==> config.mk <==
export PLATFORM = sky130hd
export DESIGN_NAME = mem_access_ctrl
export DESIGN_NICKNAME = d
export VERILOG_FILES = /design/src/rtl/mem_access_ctrl_pkg.sv /design/src/rtl/mem_access_ctrl_timeout_ctr.sv /design/src/rtl/mem_access_ctrl.sv
export SDC_FILE = /design/constraint.sdc
export NUM_CORES = 1
export LEC_CHECK = 0
export ABC_AREA = 1
export CORE_MARGIN = 2
export CORE_UTILIZATION = 24
export DETAILED_ROUTE_END_ITERATION = 6
export PLACE_DENSITY = 0.47
export SYNTH_ARGS = -nofsm -noshare
export SYNTH_HDL_FRONTEND = slang
export SYNTH_SLANG_ARGS = --single-unit
==> constraint.sdc <==
create_clock -name clk -period 1.9 [get_ports clk]
set_clock_uncertainty 0.2 [all_clocks]
set_input_delay 0.285 -clock clk [delete_from_list [all_inputs] [get_ports clk]]
set_output_delay 0.285 -clock clk [all_outputs]
set_load 0.005 [all_outputs]
==> src/rtl/mem_access_ctrl_pkg.sv <==
// Shared constants for the memory access sequencer: bus widths, the default
// timeout and the width of the REQ-phase wait counter.
package mem_access_ctrl_pkg;

   localparam int ADDRESS_BUS_WIDTH   = 16;
   localparam int DATA_BUS_WIDTH      = 16;
   localparam int MEM_TIMEOUT_DEFAULT = 15;
   localparam int CTR_WIDTH           = 8;

   // Counter value at which a REQ phase without ack is abandoned.
   // A zero timeout disables the abort, so the value returned is then unused.
   function automatic logic [CTR_WIDTH-1:0] timeout_terminal(input int cycles);
      if (cycles == 0)
         return '0;
      return CTR_WIDTH'(cycles - 1);
   endfunction

endpackage

==> src/rtl/mem_access_ctrl_timeout_ctr.sv <==
// 8-bit wait counter for the REQ phase: synchronous clear, count enable,
// saturates at all-ones, and flags when it equals the terminal value.
module mem_timeout_ctr
   import mem_access_ctrl_pkg::*;
#(
   parameter int W = CTR_WIDTH
) (
   input  logic         clk,
   input  logic         reset_n,
   input  logic         clr,
   input  logic         en,
   input  logic [W-1:0] terminal,
   output logic [W-1:0] count,
   output logic         tc
);

   // Count REQ cycles; hold at all-ones so a disabled timeout never wraps.
   always_ff @(posedge clk or negedge reset_n) begin
      if (!reset_n)
         count <= '0;
      else if (clr)
         count <= '0;
      else if (en && (count != {W{1'b1}}))
         count <= count + 1'b1;
   end

   assign tc = (count == terminal);

endmodule

==> src/rtl/mem_access_ctrl.sv <==
// Memory access sequencer: latches address/data on start, runs one req/ack
// transaction with an optional timeout, captures read data into the MDR and
// pulses done (with error on timeout). All outputs are registered.
module mem_access_ctrl
   import mem_access_ctrl_pkg::*;
#(
   parameter int ADDR_W         = ADDRESS_BUS_WIDTH,
   parameter int DATA_W         = DATA_BUS_WIDTH,
   parameter int TIMEOUT_CYCLES = MEM_TIMEOUT_DEFAULT
) (
   input  logic              clk,
   input  logic              reset_n,
   input  logic              start,
   input  logic              write_en,
   input  logic [ADDR_W-1:0] addr_in,
   input  logic [DATA_W-1:0] wdata_in,
   output logic              busy,
   output logic              done,
   output logic              error,
   output logic [DATA_W-1:0] mdr_out,
   output logic              mem_req,
   output logic              mem_we,
   output logic [ADDR_W-1:0] mem_addr,
   output logic [DATA_W-1:0] mem_wdata,
   input  logic              mem_ack,
   input  logic [DATA_W-1:0] mem_rdata
);

   localparam logic [1:0] IDLE = 2'd0;
   localparam logic [1:0] REQ  = 2'd1;
   localparam logic [1:0] DONE = 2'd2;

   localparam logic [CTR_WIDTH-1:0] TERMINAL   = timeout_terminal(TIMEOUT_CYCLES);
   localparam logic                 TIMEOUT_ON = (TIMEOUT_CYCLES != 0);

   logic [1:0]           state;
   logic [1:0]           state_next;
   logic                 we_lat;
   logic                 ctr_clr;
   logic                 ctr_en;
   logic                 ctr_tc;
   logic [CTR_WIDTH-1:0] ctr_count;
   logic                 accept;
   logic                 ack_hit;
   logic                 timeout_hit;
   logic                 busy_next;
   logic                 req_next;
   logic                 we_next;
   logic                 done_next;
   logic                 error_next;

   // A new access is only accepted from IDLE; ack beats a same-cycle timeout.
   assign accept      = (state == IDLE) && start;
   assign ack_hit     = (state == REQ) && mem_ack;
   assign timeout_hit = (state == REQ) && !mem_ack && TIMEOUT_ON && ctr_tc;

   assign ctr_clr = accept;
   assign ctr_en  = (state == REQ) && !mem_ack;

   mem_timeout_ctr #(
      .W (CTR_WIDTH)
   ) u_timeout_ctr (
      .clk      (clk),
      .reset_n  (reset_n),
      .clr      (ctr_clr),
      .en       (ctr_en),
      .terminal (TERMINAL),
      .count    (ctr_count),
      .tc       (ctr_tc)
   );

   // State register.
   always_ff @(posedge clk or negedge reset_n) begin
      if (!reset_n)
         state <= IDLE;
      else
         state <= state_next;
   end

   // Next-state decode; the unused code 3 falls back to IDLE.
   always_comb begin
      state_next = state;
      case (state)
         IDLE:    if (start) state_next = REQ;
         REQ:     if (ack_hit || timeout_hit) state_next = DONE;
         DONE:    state_next = IDLE;
         default: state_next = IDLE;
      endcase
   end

   // Output decode from the upcoming state so the outputs can be registered.
   always_comb begin
      busy_next  = (state_next == REQ) || (state_next == DONE);
      req_next   = (state_next == REQ);
      we_next    = (state_next == REQ) && (accept ? write_en : we_lat);
      done_next  = (state_next == DONE);
      error_next = timeout_hit;
   end

   // Registered control outputs; async reset drops mem_req immediately.
   always_ff @(posedge clk or negedge reset_n) begin
      if (!reset_n) begin
         busy    <= 1'b0;
         mem_req <= 1'b0;
         mem_we  <= 1'b0;
         done    <= 1'b0;
         error   <= 1'b0;
      end else begin
         busy    <= busy_next;
         mem_req <= req_next;
         mem_we  <= we_next;
         done    <= done_next;
         error   <= error_next;
      end
   end

   // Request latches load on accept; MDR loads only on an acknowledged read.
   always_ff @(posedge clk or negedge reset_n) begin
      if (!reset_n) begin
         we_lat    <= 1'b0;
         mem_addr  <= '0;
         mem_wdata <= '0;
         mdr_out   <= '0;
      end else begin
         if (accept) begin
            we_lat    <= write_en;
            mem_addr  <= addr_in;
            mem_wdata <= wdata_in;
         end
         if (ack_hit && !we_lat)
            mdr_out <= mem_rdata;
      end
   end

endmodule

Word-level counts from Yosys, hierarchy flattened:

Index checks and enable logic that the tools add are counted.

* flip-flop bits (word level): 64
* input bits: 53

* add/subtract/negate cells: 1
* equality and inequality tests: 5
* mux-type cells: 6
* reduce and logical (&&, ||, !) cells: 13

Operators by type and width (number)
* $mux W8: 2
* $add A8 B1 Y8 const B: 1
* $eq A8 B4 Y1 const B: 1
* $ne A8 B8 Y1 const B: 1
* $logic_and A1 B1 Y1: 7
* $eq A2 B1 Y1 const B: 2
* $mux W2: 2
* $pmux W2 S2: 1
* $eq A2 B2 Y1 const B: 1
* $logic_not A1 Y1: 2
* $logic_not A2 Y1: 1
* $logic_or A1 B1 Y1: 2
* $reduce_bool A2 Y1: 1
* $mux W1: 1

Logic depth before layout (Yosys ltp):

Gate-level depths: netlist (run 1).

* word-level depth: 8
* depth in mapped cells: 8
* gate-level depth less buffers: 8

Modules after synthesis:

Synthesis (run 1) repeated with hierarchy kept, for this count alone.

* cells, all modules: 322
* area, all modules: 2805.2 um2

Modules (own cells, without submodules)
* mem_access_ctrl: times used 1, cells an instance 239, area an instance 2220.9 um2, sequential area each 1401.3 um2
* mem_timeout_ctr: times used 1, cells an instance 83, area an instance 584.3 um2, sequential area each 200.2 um2

Worst setup path before layout (run 1):

OpenSTA, ideal clock, no wires.

* path type: flip-flop to flip-flop
* start: reg u_timeout_ctr.count[0]
* end: reg busy
* setup time: 0.113 ns
* arrival time: 1.296 ns
* data required time: 1.587 ns
* setup slack: 0.291 ns
* cell stages (with the launch flop): 9
* buffers on the path: 0
* period minus slack after synthesis: 1.609 ns
* cell sequence: dfrtp_1 inv_1 ha_1 nand3_1 nor2_1 o21ai_0 inv_1 ha_1 inv_1

* word-level cells in the longest chain between the ends: 7

Ends and longest elaborated chain
* from (decl): line mem_access_ctrl_timeout_ctr.sv:13 `output logic [W-1:0] count,`
* from (signal assigned): line mem_access_ctrl_timeout_ctr.sv:24 `count <= count + 1'b1;`
* $eq A8 B4 Y1 (*): line mem_access_ctrl_timeout_ctr.sv:27 `assign tc = (count == terminal);`
* $logic_and A1 B1 Y1 (*): line mem_access_ctrl.sv:55 `assign timeout_hit = (state == REQ) && !mem_ack && TIMEOUT_ON && ctr_tc;`
* $logic_or A1 B1 Y1 (*): line mem_access_ctrl.sv:85 `REQ: if (ack_hit || timeout_hit) state_next = DONE;`
* $mux W2 (*): line mem_access_ctrl.sv:85
* $pmux W2 S2 (*): line mem_access_ctrl.sv:83 `case (state)`
* via state_next[1]: line mem_access_ctrl.sv:37 `logic [1:0] state_next;`
* $eq A2 B1 Y1 / $eq A2 B2 Y1 (equally long branches): line mem_access_ctrl.sv:93 `busy_next = (state_next == REQ) || (state_next == DONE);`
* $logic_or A1 B1 Y1 (*): line mem_access_ctrl.sv:93
* via busy_next: line mem_access_ctrl.sv:46 `logic busy_next;`
* to (signal assigned): line mem_access_ctrl.sv:109 `busy <= busy_next;`
* to (decl): line mem_access_ctrl.sv:17 `output logic busy,`

The timed path passes the listed nets; every way through them passes the cells marked *.
A chain may end at the register's enable or synchronous reset.

Worst setup path after layout (run 1):

* start: reg u_timeout_ctr.count[0]
* end: reg mem_we

* word-level cells in the longest chain between the ends: 7

Ends and longest elaborated chain
* $eq A8 B4 Y1: line mem_access_ctrl_timeout_ctr.sv:27
* $logic_and A1 B1 Y1: line mem_access_ctrl.sv:55
* $logic_or A1 B1 Y1: line mem_access_ctrl.sv:85
* $mux W2: line mem_access_ctrl.sv:85
* $pmux W2 S2: line mem_access_ctrl.sv:83
* via state_next[0]: line mem_access_ctrl.sv:37
* $eq A2 B1 Y1
* via req_next: line mem_access_ctrl.sv:47 `logic req_next;`
* $logic_and A1 B1 Y1: line mem_access_ctrl.sv:95 `we_next = (state_next == REQ) && (accept ? write_en : we_lat);`
* via we_next: line mem_access_ctrl.sv:48 `logic we_next;`
* to (signal assigned): line mem_access_ctrl.sv:111 `mem_we <= we_next;`
* to (decl): line mem_access_ctrl.sv:22 `output logic mem_we,`

The timed path passes the listed nets, and every way through them passes these cells.

==> impl_results.md, run 1 <==
* Drc violations at 0
* Detailed placer's ending HPWL at 4800 µm
* Mean Syn Cell Area at between 8 and 9 µm²
* RSZ-0062 raised after global routing: false
* Core ar. at approximately 11,000 µm²
* Synthesized flop and latch total at 64
* I/O pin count at 106
* Crit-path max FO at 4
* Reg2Reg Setup Slack at around 0.17 ns
* Vias in the first global route at about 2,500
* Final Setup Violations at 0
* Worst-case reg-to-reg path depth at 8
* Die Wd at 112 µm
* Placer Congestion at 0.741
* Largest net degree at the start of global routing at 65
* Clk pwr share at a little over a quarter
* Endpoints failing hold at 0
* Yosys top cell by area: dfrtp_1
* CTS tree: done
* Worst hold path startpoint: mem_addr[4]$_DFFE_PN0P_
* Die ar. at 12,500 µm²
* Final Max Tran Viols at 0
* Initial antenna violation count at 0
* FF-to-FF Start: u_timeout_ctr.count[0]$_DFFE_PN0P_
* Detailed Route Iter0 Violations at 151
* Mapped Cells at 311
* CP Class: reg -> reg
* Worst Hold Class: reg -> reg
* Reg2reg end: mem_we$_DFF_PN0_
* Vias at approximately 2,400
* CTS clk-pin slew, worst paths at 0.05 ns
* Footprint of the multi-input gates at 988 µm²
* Number of inserted diodes at 0
* Slew margin rel. at 76.2%
* Routed wire per std cell at 12.1 µm
* Post-synthesis sequential area ratio at 57.5%
* Crit path launch type: register
* CTS root buf: clkbuf_16
* Pwr dens at 1340 nW/µm²
* Final Cycle Share at 91.2%
* Xor-xnor portion of the synthesized cell area at 0.315%
* Share of the synthesized area in the top cell type at 57.5%
* Post-CTS setup buffers at 0
* Most common cell after layout, fill and taps aside: nand2_1
* Cells taking the most area after synthesis: dfrtp_1 58%, nand2_1 14%, nand3_1 9.0%, inv_1 3.9%, o21ai_1 3.2%
* Largest family of logic cells by synthesized area: simple AND/OR/NAND/NOR gates
* Clock Latency Late Sink at 0.32 ns
* Mux cell area share after synthesis at 0%
* Post-Syn Area at 2780 µm²
* Setup_tns at 0 ns
* FP Rows at 39
* Seq pwr share at a little under two fifths
* WP data required at 1.91 ns
* Iteration count of the initial detailed-routing pass at 4
* Post-synthesis cell type count at 23
* First-pass GRT wire length at 12,200 µm
* Antenna-violating nets left at 0
* IO Port Bufs at 105
* Outcome: complete, no violations
* Comb pwr share at 35.7%
* Maximum vdd drop at ~0.00046 V
* Fillers at 1,161
* Global route overflow at 0
* Max Buffers Root-to-Sink at 2
* Tmin final at about 1.7 ns
* Final WL at 6930 µm
* Syn Nets at roughly 370
* # nets final at 481
* Nature of the critical path endpoint: register
* Switching power total at 1.72 mW
* Initial Util at between 20% and 30%
* Htree depth at 3
* Slew @ Worst Pin at 0.357 ns
* Die H at about 110 µm
* Reg area at 1600 µm²
* F_max at 577 MHz
* Hold depth at 2
* Number of max-cap violations at 0
* CTS sink cnt at 64
* Via density at 4.19
* Compound-gate portion of the synthesized area at 4.45%
* Pint at 4.06 mW
* GRT Total Usage at 12.1%
* Hold EP: mem_addr[4]$_DFFE_PN0P_
* Switch share at 29.7%
* Util after Layout at 37.9%
* Most frequent cells in the layout: 106 x nand2_1, 104 x clkdlybuf4s50_1, 64 x dfrtp_1
* Synthesis Warnings at 0
* P_leak at 2.07 nW
* Layout cells sized above 1 at around a tenth
* Area grow syn2layout at 55.0%
* Data arrival, critical path at 1.74 ns
* Simple-gate portion of the synthesized area at 28.8%
* Num CTS Buffers at 9
* Post-Synth Adder-Cell Area at under 10%
-- repair_timing --
action / in CTS / in global routing
hold buffers: 1 / 0
resized for setup: 0 / 2
hold endpoints to repair: 64 / 0
endpoints found under the setup margin: 0 / 1
-- synth_stat cells --
| master | count |
|---|---|
| a21oi_4 | 1 |
| buf_2 | 8 |
| buf_4 | 1 |
| buf_6 | 2 |
| clkbuf_1 | 3 |
| clkinv_1 | 1 |
| dfrtp_1 | 64 |
| ha_1 | 4 |
| inv_1 | 29 |
| inv_2 | 1 |
| nand2_1 | 106 |
| nand2_2 | 2 |
| nand2_4 | 3 |
| nand3_1 | 50 |
| nand3_4 | 1 |
| nor2_1 | 8 |
| nor2_4 | 3 |
| nor2_8 | 1 |
| o21ai_0 | 2 |
| o21ai_1 | 18 |
| o21bai_1 | 1 |
| or2_2 | 1 |
| xor2_1 | 1 |
-- routing by layer --
metal  wire length, µm  global-route usage [%]  vias up
met5                 0                       0        -
li1                  -                       -     1200
met4                65                    3.95        0
met1              3260                    15.5     1122
met3               419                    3.81        5
met2              3190                    19.4       72
-- stage by stage --
step	hold WS [ns]	total power [mW]	area [µm²]	setup WS (ns)	std cells
2_1_floorplan	-0.211	2.95	2780	0.291	311
3_3_place_gp	0.135	4.29	4020	0.125	555
3_5_place_dp	0.138	4.30	4020	0.0266	555
4_1_cts	0.277	5.90	4310	0.121	572
5_1_grt	0.297	6.22	4310	0.00912	572
6_report	0.271	5.78	4310	0.167	572
-- how the worst max path moves through the flow --
stage                                       startpoint               end  slack, ns  depth (start not counted)
floorplan           u_timeout_ctr.count[0]$_DFFE_PN0P_    busy$_DFF_PN0_       0.29                          8
global placement                               mem_ack    busy$_DFF_PN0_       0.12                          7
detailed placement                             mem_ack    busy$_DFF_PN0_       0.03                          7
CTS                 u_timeout_ctr.count[0]$_DFFE_PN0P_    busy$_DFF_PN0_       0.12                          8
global route        u_timeout_ctr.count[0]$_DFFE_PN0P_    busy$_DFF_PN0_      0.009                          8
finish              u_timeout_ctr.count[0]$_DFFE_PN0P_  mem_we$_DFF_PN0_       0.17                          8
-- power groups by stage --
stage	Combinational [mW]	Sequential, mW	Clock [mW]
2_1_floorplan	0.726	2.23	0
3_3_place_gp	2.08	2.21	0
3_5_place_dp	2.10	2.20	0
4_1_cts	2.11	2.19	1.60
5_1_grt	2.30	2.25	1.68
6_report	2.06	2.18	1.53
-- critical path: stages, from the launching register on --
cell	delay (ns)
dfrtp_1	0.40
inv_1	0.11
ha_1	0.16
nand3_1	0.08
nor2_1	0.26
o21ai_2	0.11
ha_1	0.22
inv_1	0.05
nor2_1	0.03
-- cell families (layout without fill, tap and decap cells) --
kind of cell / after synthesis / after routing
AOI/OAI and AO/OA: 22 / 22
and+or+nand+nor: 175 / 175
adders and majority gates: 4 / 4
DFF: 64 / 64
xor gates and xnor gates: 1 / 1
buffers and inverters: 45 / 163
-- cell type report --
cell class | instances | area share (%)
clock inverters | 4 | 0.667
repair buffers | 116 | 26.5
well taps | 143 | 4.15
flip-flops and latches | 64 | 37.1
multi-input cells | 202 | 22.9
clock buffers | 12 | 5.95
inverters | 31 | 2.70
-- registers in the layout, summed over array words and instances, names as in the netlist --
signal,cells
busy,1
mem_addr,16
u_timeout_ctr.count,8
mem_wdata,16
error,1
mdr_out,16
mem_we,1
done,1
we_lat,1
mem_req,1
state,2
No activity file was read; power rests on OpenSTA's default activity.
==> run 2: changes to the inputs <==
--- a/config.mk
+++ b/config.mk
@@ -6,10 +6,12 @@
 export NUM_CORES = 1
 export LEC_CHECK = 0
 export ABC_AREA = 1
+export CAP_MARGIN = 20
 export CORE_MARGIN = 2
 export CORE_UTILIZATION = 24
 export DETAILED_ROUTE_END_ITERATION = 6
 export PLACE_DENSITY = 0.47
 export SYNTH_ARGS = -nofsm -noshare
 export SYNTH_HDL_FRONTEND = slang
+export SYNTH_HIERARCHICAL = 1
 export SYNTH_SLANG_ARGS = --single-unit
==> impl_results.md, run 2 <==
* Die Wd at 112 µm (+0.37%)
* Via density at 4.08 (-2.8%)
* Detailed Route Iter0 Violations at 133 (-12%)
* Number of inserted diodes at 0 (unchanged)
* Most frequent cells in the layout: 156 x nand2_1, 104 x clkdlybuf4s50_1, 63 x dfrtp_1
* Worst-case reg-to-reg path depth at 9 (+1)
* Tmin final at 1.72 ns (-0.00784 ns)
* First-pass GRT wire length at 12,200 µm (unchanged)
* Synthesis Warnings at 6 (+6)
* Top_reg_cell synth: dfrtp_1
* Switching power total at 1.81 mW (+5.7%)
* Final Cycle Share at 90.8% (-0.41 points)
* Mapped Cells at 322 (+3.5%)
* Hold depth at 2 (unchanged)
* Most common cell after layout, fill and taps aside: nand2_1
* Max Buffers Root-to-Sink at 2 (unchanged)
* FF-to-FF Start: u_timeout_ctr/count[1]$_DFFE_PN0P_
* Post-synth EDFFs at 0 (unchanged)
* Htree depth at 3 (unchanged)
* Switch share at 29.6% (-0.095 points)
* Largest net degree at the start of global routing at 65 (unchanged)
* WP data required at 1.92 ns (about the same)
* Detailed placer's ending HPWL at 5020 µm (+4.6%)
* Most frequent cells after synthesis: 156 x nand2_1, 64 x dfrtp_1, 25 x nand3_1, 20 x inv_1
* Post-Syn Area at 2810 µm² (+0.76%)
* Finished Cell Area at 4410 µm² (+2.3%)
* # nets final at 504 (+4.8%)
* Endpoints failing hold at 0 (unchanged)
* F_max at 580 MHz (+0.45%)
* Outcome: complete, no violations
* Post-synthesis sequential area ratio at 57.1% (-0.44 points)
* Iteration count of the initial detailed-routing pass at 3 (-1)
* Final WL at 7160 µm (+3.3%)
* CP Class: reg -> reg
* Most frequent cell after synthesis: nand2_1
* CTS tree: done
* Final Setup Violations at 0 (unchanged)
* Area grow syn2layout at 57.4%
* CTS clk-pin slew, worst paths at 0.06 ns (about the same)
* RSZ-0062 raised after global routing: false
* Mean Syn Cell Area at 8.71 µm² (-2.7%)
* Die ar. at 12,600 µm² (+0.74%)
* Share of the synthesized area in the top cell type at 57.1% (-0.44 points)
* Placed inst area at 4080 µm² (+1.7%)
* Final Max Tran Viols at 0 (unchanged)
* Pint at 4.31 mW (+6.1%)
* Data arrival, critical path at 1.75 ns (about the same)
* Cells taking the most area after synthesis: dfrtp_1 57%, nand2_1 21%, nand3_1 4.5%, inv_1 2.7%, xnor2_1 2.5%
* CTS sink cnt at 64 (unchanged)
* Layout cells sized above 1 at 9.71% (+0.39 points)
* Placer Congestion at 0.748 (+1.0%)
* Setup_tns at 0 ns (unchanged)
* Reg2Reg Setup Slack at 0.18 ns (about the same)
* I/O pin count at 106 (unchanged)
* Routed wire per std cell at 12.0 µm (-0.86%)
* Power Total at 6.12 mW (+6.0%)
* Drc violations at 0 (unchanged)
* Vias at 2,430 (+1.3%)
* Nature of the critical path endpoint: register
* CTS root buf: clkbuf_16
* Crit-path max FO at 4 (unchanged)
* Pwr dens at 1390 nW/µm² (+3.6%)
* FP Rows at 39 (unchanged)
* Vias in the first global route at 2,511 (-0.12%)
* IO Port Bufs at 105 (unchanged)
* Comb pwr share at 35.2% (-0.5 points)
* Crit path launch type: register
* GRT Total Usage at 12.1% (+0.029 points)
* Post-synthesis cell type count at 24 (+4.3%)
* Global route overflow at 0 (unchanged)
* Antenna-violating nets left at 0 (unchanged)
* Hold EP: mdr_out[14]$_DFFE_PN0P_
* Maximum vdd drop at 0.000540 V (+16%)
* Synthesized flop and latch total at 64 (unchanged)
* Yosys top cell by area: dfrtp_1
* Biggest regs: mdr_out: 16 flops, mem_addr: 16 flops, mem_wdata: 16 flops
* Initial Util at 24.6% (+0.082 points)
* Worst hold path startpoint: mdr_out[14]$_DFFE_PN0P_
* Die H at 112 µm (+0.37%)
* Worst Hold Class: reg -> reg
* Clock Latency Late Sink at 0.33 ns (about the same)
* Num CTS Buffers at 9 (unchanged)
* Number of max-cap violations at 0 (unchanged)
* Post-synth ARST share at 100% (unchanged)
* Reg2reg end: busy$_DFF_PN0_
* Clk pwr share at 28.4% (+1.9 points)
* P_leak at 2.15 nW (+3.9%)
* Core ar. at 11,400 µm² (+0.43%)
* Initial antenna violation count at 0 (unchanged)
* Seq pwr share at 36.4% (-1.4 points)
-- run 2: how the worst max path moves through the flow --
stage	startpoint	to	slack (ns)	depth (start not counted)
final	u_timeout_ctr/count[1]$_DFFE_PN0P_	busy$_DFF_PN0_	0.18	9
after global routing	u_timeout_ctr/count[0]$_DFFE_PN0P_	mem_we$_DFF_PN0_	0.002	9
after CTS	u_timeout_ctr/count[5]$_DFFE_PN0P_	busy$_DFF_PN0_	0.15	9
after detailed placement	start	u_timeout_ctr/count[2]$_DFFE_PN0P_	0.09	8
after global placement	start	u_timeout_ctr/count[3]$_DFFE_PN0P_	0.1	8
after floorplan	state[1]$_DFF_PN0_	u_timeout_ctr/count[5]$_DFFE_PN0P_	0.23	8
-- run 2: power groups by stage --
| stage | logic [mW] | registers (mW) | clock network, mW |
|---|---|---|---|
| detailed placement | 2.20 | 2.24 | 0 |
| finish | 2.16 | 2.23 | 1.74 |
| floorplan | 0.831 | 2.25 | 0 |
| CTS | 2.20 | 2.24 | 1.81 |
| global placement | 2.19 | 2.25 | 0 |
| global route | 2.42 | 2.30 | 1.86 |
-- run 2: cell type report --
type                       instances  area, µm²
inverter                          23       93.8
clock buffer                      11        233
clock inverter                     5       81.3
multi-input combinational        232       1050
sequential                        64       1600
fill                            1207       7000
timing repair buffer             118       1170
tap                              143        179
-- run 2: layer usage --
| layer | wire length (µm) | track usage (%) |
|---|---|---|
| met3 | 405 | 4.37 |
| met4 | 88 | 3.90 |
| met1 | 3250 | 15.4 |
| met2 | 3420 | 19.3 |
| met5 | 0 | 0 |
-- run 2: through the flow --
step                      worst slack [ns]  hold WS [ns]  utilization (%)  std cells
after floorplan                      0.234        -0.211                -        328
after global placement              0.0951         0.130             35.7        579
after detailed placement            0.0924         0.132             35.7        579
after CTS                            0.151         0.272             38.6        596
after global routing               0.00183         0.287             38.7        596
final                                0.175         0.268             38.7        596
-- run 2: cell families (layout without fill, tap and decap cells) --
| kind of cell | Yosys count | count (layout) | share of synthesized area, % |
|---|---|---|---|
| buffers and inverters | 32 | 157 | 6.42 |
| adder cells (fa/ha/maj) | 3 | 3 | 1.34 |
| AND/OR/NAND/NOR | 205 | 205 | 30.7 |
| flip-flops | 64 | 64 | 57.1 |
| other | 2 | 8 | 0.268 |
| AO/OA/AOI/OAI | 8 | 8 | 1.65 |
| XOR/XNOR | 8 | 8 | 2.50 |
-- run 2: critical path, cell delays in order (launching register included) --
cell,delay (ns)
dfrtp_1,0.42
xnor2_1,0.14
nand4_1,0.12
nor2_1,0.05
inv_1,0.07
nand2_1,0.08
o21ai_2,0.18
inv_1,0.06
ha_1,0.27
inv_1,0.03
-- run 2: timing repair --
| item | in CTS | in global routing |
|---|---|---|
| endpoints found under the setup margin | 0 | 2 |
| hold buffers | 1 | 0 |
| gates resized for setup | 0 | 2 |
| buffers inserted | 0 | 0 |
| endpoints found under the hold margin | 64 | 0 |
==> run 3: changes to the inputs <==
--- a/config.mk
+++ b/config.mk
@@ -7,7 +7,6 @@
 export LEC_CHECK = 0
 export ABC_AREA = 1
 export CAP_MARGIN = 20
-export CORE_MARGIN = 2
 export CORE_UTILIZATION = 24
 export DETAILED_ROUTE_END_ITERATION = 6
 export PLACE_DENSITY = 0.47
==> impl_results.md, run 3 (synthesis results as in run 2) <==
* Outcome: complete, no violations
* Routed wire per std cell at 11.8 µm (-2.1%)
* Max Buffers Root-to-Sink at 2 (unchanged)
* Power Total at 6.28 mW (+2.5%)
* Clock Latency Late Sink at 0.32 ns (about the same)
* Post-route setup slack at 0.171 ns (-0.00401 ns)
* CP Class: reg -> reg
* P_leak at 2.15 nW (+0.12%)
* F_max at 578 MHz (-0.23%)
* GRT Total Usage at 12.0% (-0.17 points)
* Switching power total at 1.80 mW (-0.42%)
* Post-CTS setup buffers at 0 (unchanged)
* I/O pin count at 106 (unchanged)
* Worst hold path startpoint: mdr_out[7]$_DFFE_PN0P_
* Layout cells sized above 1 at 9.11% (-0.60 points)
* Most common cell after layout, fill and taps aside: nand2_1
* Biggest regs: mdr_out: 16 flops, mem_addr: 16 flops, mem_wdata: 16 flops
* Hold depth at 2 (unchanged)
* Htree depth at 3 (unchanged)
* Reg2Reg Setup Slack at 0.17 ns (about the same)
* Comb pwr share at 34.1% (-1.1 points)
* Tmin final at 1.73 ns (+0.00401 ns)
* Antenna-violating nets left at 0 (unchanged)
* Worst-case reg-to-reg path depth at 9 (unchanged)
* Area grow syn2layout at 57.7%
* Vias in the first global route at 2,301 (-8.4%)
* Worst Hold Class: reg -> reg
* Pint at 4.47 mW (+3.8%)
* Final Cycle Share at 91.0% (+0.21 points)
* Vias at 2,399 (-1.3%)
* Most frequent cells in the layout: 156 x nand2_1, 104 x clkdlybuf4s50_1, 64 x dfrtp_1
* Nature of the critical path endpoint: register
* Global route overflow at 0 (unchanged)
* Hold EP: mdr_out[7]$_DFFE_PN0P_
* Final Max Tran Viols at 0 (unchanged)
* Crit path launch type: register
* Seq pwr share at 35.2% (-1.2 points)
* Cts repair resizes at 0 (unchanged)
* Placed cells at 576 (-0.52%)
* IO Port Bufs at 105 (unchanged)
* WP data required at 1.92 ns (about the same)
* Detailed Route Iter0 Violations at 103 (-23%)
* Via density at 4.05 (-0.78%)
* Fillers at 1,176 (-2.6%)
* Die ar. at 12,100 µm² (-3.5%)
* Setup WS pre-CTS at 0.0981 ns (+0.00576 ns)
* FF-to-FF Start: u_timeout_ctr/count[3]$_DFFE_PN0P_
* CTS sink cnt at 64 (unchanged)
* # nets final at 501 (-0.60%)
* Finished Cell Area at 4420 µm² (+0.23%)
* Data arrival, critical path at 1.75 ns (about the same)
* Number of max-cap violations at 0 (unchanged)
* Finished Layout Cells at 593 (-0.50%)
* Detailed placer's ending HPWL at 4930 µm (-1.9%)
* Die H at 110 µm (-1.8%)
* Endpoints failing hold at 0 (unchanged)
* Pwr dens at 1420 nW/µm² (+2.3%)
* Crit-path max FO at 5 (+1)
* Initial Util at 24.6% (unchanged)
* Reg2reg end: busy$_DFF_PN0_
* Switch share at 28.7% (-0.85 points)
* Core ar. at 11,400 µm² (unchanged)
* Drc violations at 0 (unchanged)
* Iteration count of the initial detailed-routing pass at 4 (+1)
* Maximum vdd drop at 0.000440 V (-18%)
* CTS tree: done
* Number of inserted diodes at 0 (unchanged)
* Largest net degree at the start of global routing at 38 (-42%)
* CTS root buf: clkbuf_16
* Initial antenna violation count at 0 (unchanged)
* Setup_tns at 0 ns (unchanged)
* Final WL at 6970 µm (-2.6%)
* First-pass GRT wire length at 11,000 µm (-9.5%)
* Final Setup Violations at 0 (unchanged)
* Clk pwr share at 30.6% (+2.2 points)
* CTS clk-pin slew, worst paths at 0.06 ns (about the same)
* Die Wd at 110 µm (-1.8%)
* Placer Congestion at 0.776 (+3.6%)
* Placed inst area at 4060 µm² (-0.55%)
* FP Rows at 39 (unchanged)
* RSZ-0062 raised after global routing: false
* Num CTS Buffers at 9 (unchanged)
run 3: worst max path at each step:
stage	start	endpoint	slack (ns)
after floorplan	state[1]$_DFF_PN0_	u_timeout_ctr/count[5]$_DFFE_PN0P_	0.23
after global placement	mem_ack	busy$_DFF_PN0_	0.13
after detailed placement	mem_ack	busy$_DFF_PN0_	0.1
after CTS	u_timeout_ctr/count[3]$_DFFE_PN0P_	busy$_DFF_PN0_	0.14
after global routing	u_timeout_ctr/count[6]$_DFFE_PN0P_	mem_we$_DFF_PN0_	0.04
final	u_timeout_ctr/count[3]$_DFFE_PN0P_	busy$_DFF_PN0_	0.17
run 3: layout make-up:
cell class | count | area, µm² | share of cell area (%)
inverter | 23 | 93.8 | 2.12
clock buffer | 10 | 239 | 5.40
tap | 143 | 179 | 4.04
clock inverter | 6 | 116 | 2.63
sequential | 64 | 1600 | 36.2
multi-input combinational | 232 | 1050 | 23.6
timing repair buffer | 115 | 1150 | 26.0
run 3: routing by layer:
layer  share of wire (%)  track usage, %  wire length (µm)
met3                 7.0            4.41               486
met1                  45            14.5              3140
met2                  47            19.6              3290
met4                0.83            3.95                58
met5                   0               0                 0
run 3: power by group through the flow:
stage	Clock [mW]	Combinational, mW	Sequential (mW)
6_report	1.92	2.14	2.21
5_1_grt	2.05	2.41	2.29
4_1_cts	1.99	2.19	2.22
3_5_place_dp	0	2.19	2.23
3_3_place_gp	0	2.17	2.23
2_1_floorplan	0	0.831	2.25
run 3: timing repair:
action	4_1_cts	5_1_grt
endpoints found under the setup margin	0	0
hold buffers	1	0
hold endpoints to repair	64	0
run 3: metrics by stage:
stage / hold WS, ns / utilization, %
after floorplan: -0.211 / -
after global placement: 0.143 / 35.5
after detailed placement: 0.138 / 35.5
after CTS: 0.275 / 38.7
after global routing: 0.292 / 38.7
final: 0.269 / 38.7
run 3: critical path: stages, from the launching register on:
cell	delay (ns)
dfrtp_1	0.43
xnor2_1	0.15
nand4_1	0.11
nor2_1	0.05
inv_1	0.07
nand2_1	0.08
o21ai_2	0.18
inv_1	0.06
ha_1	0.27
inv_1	0.03
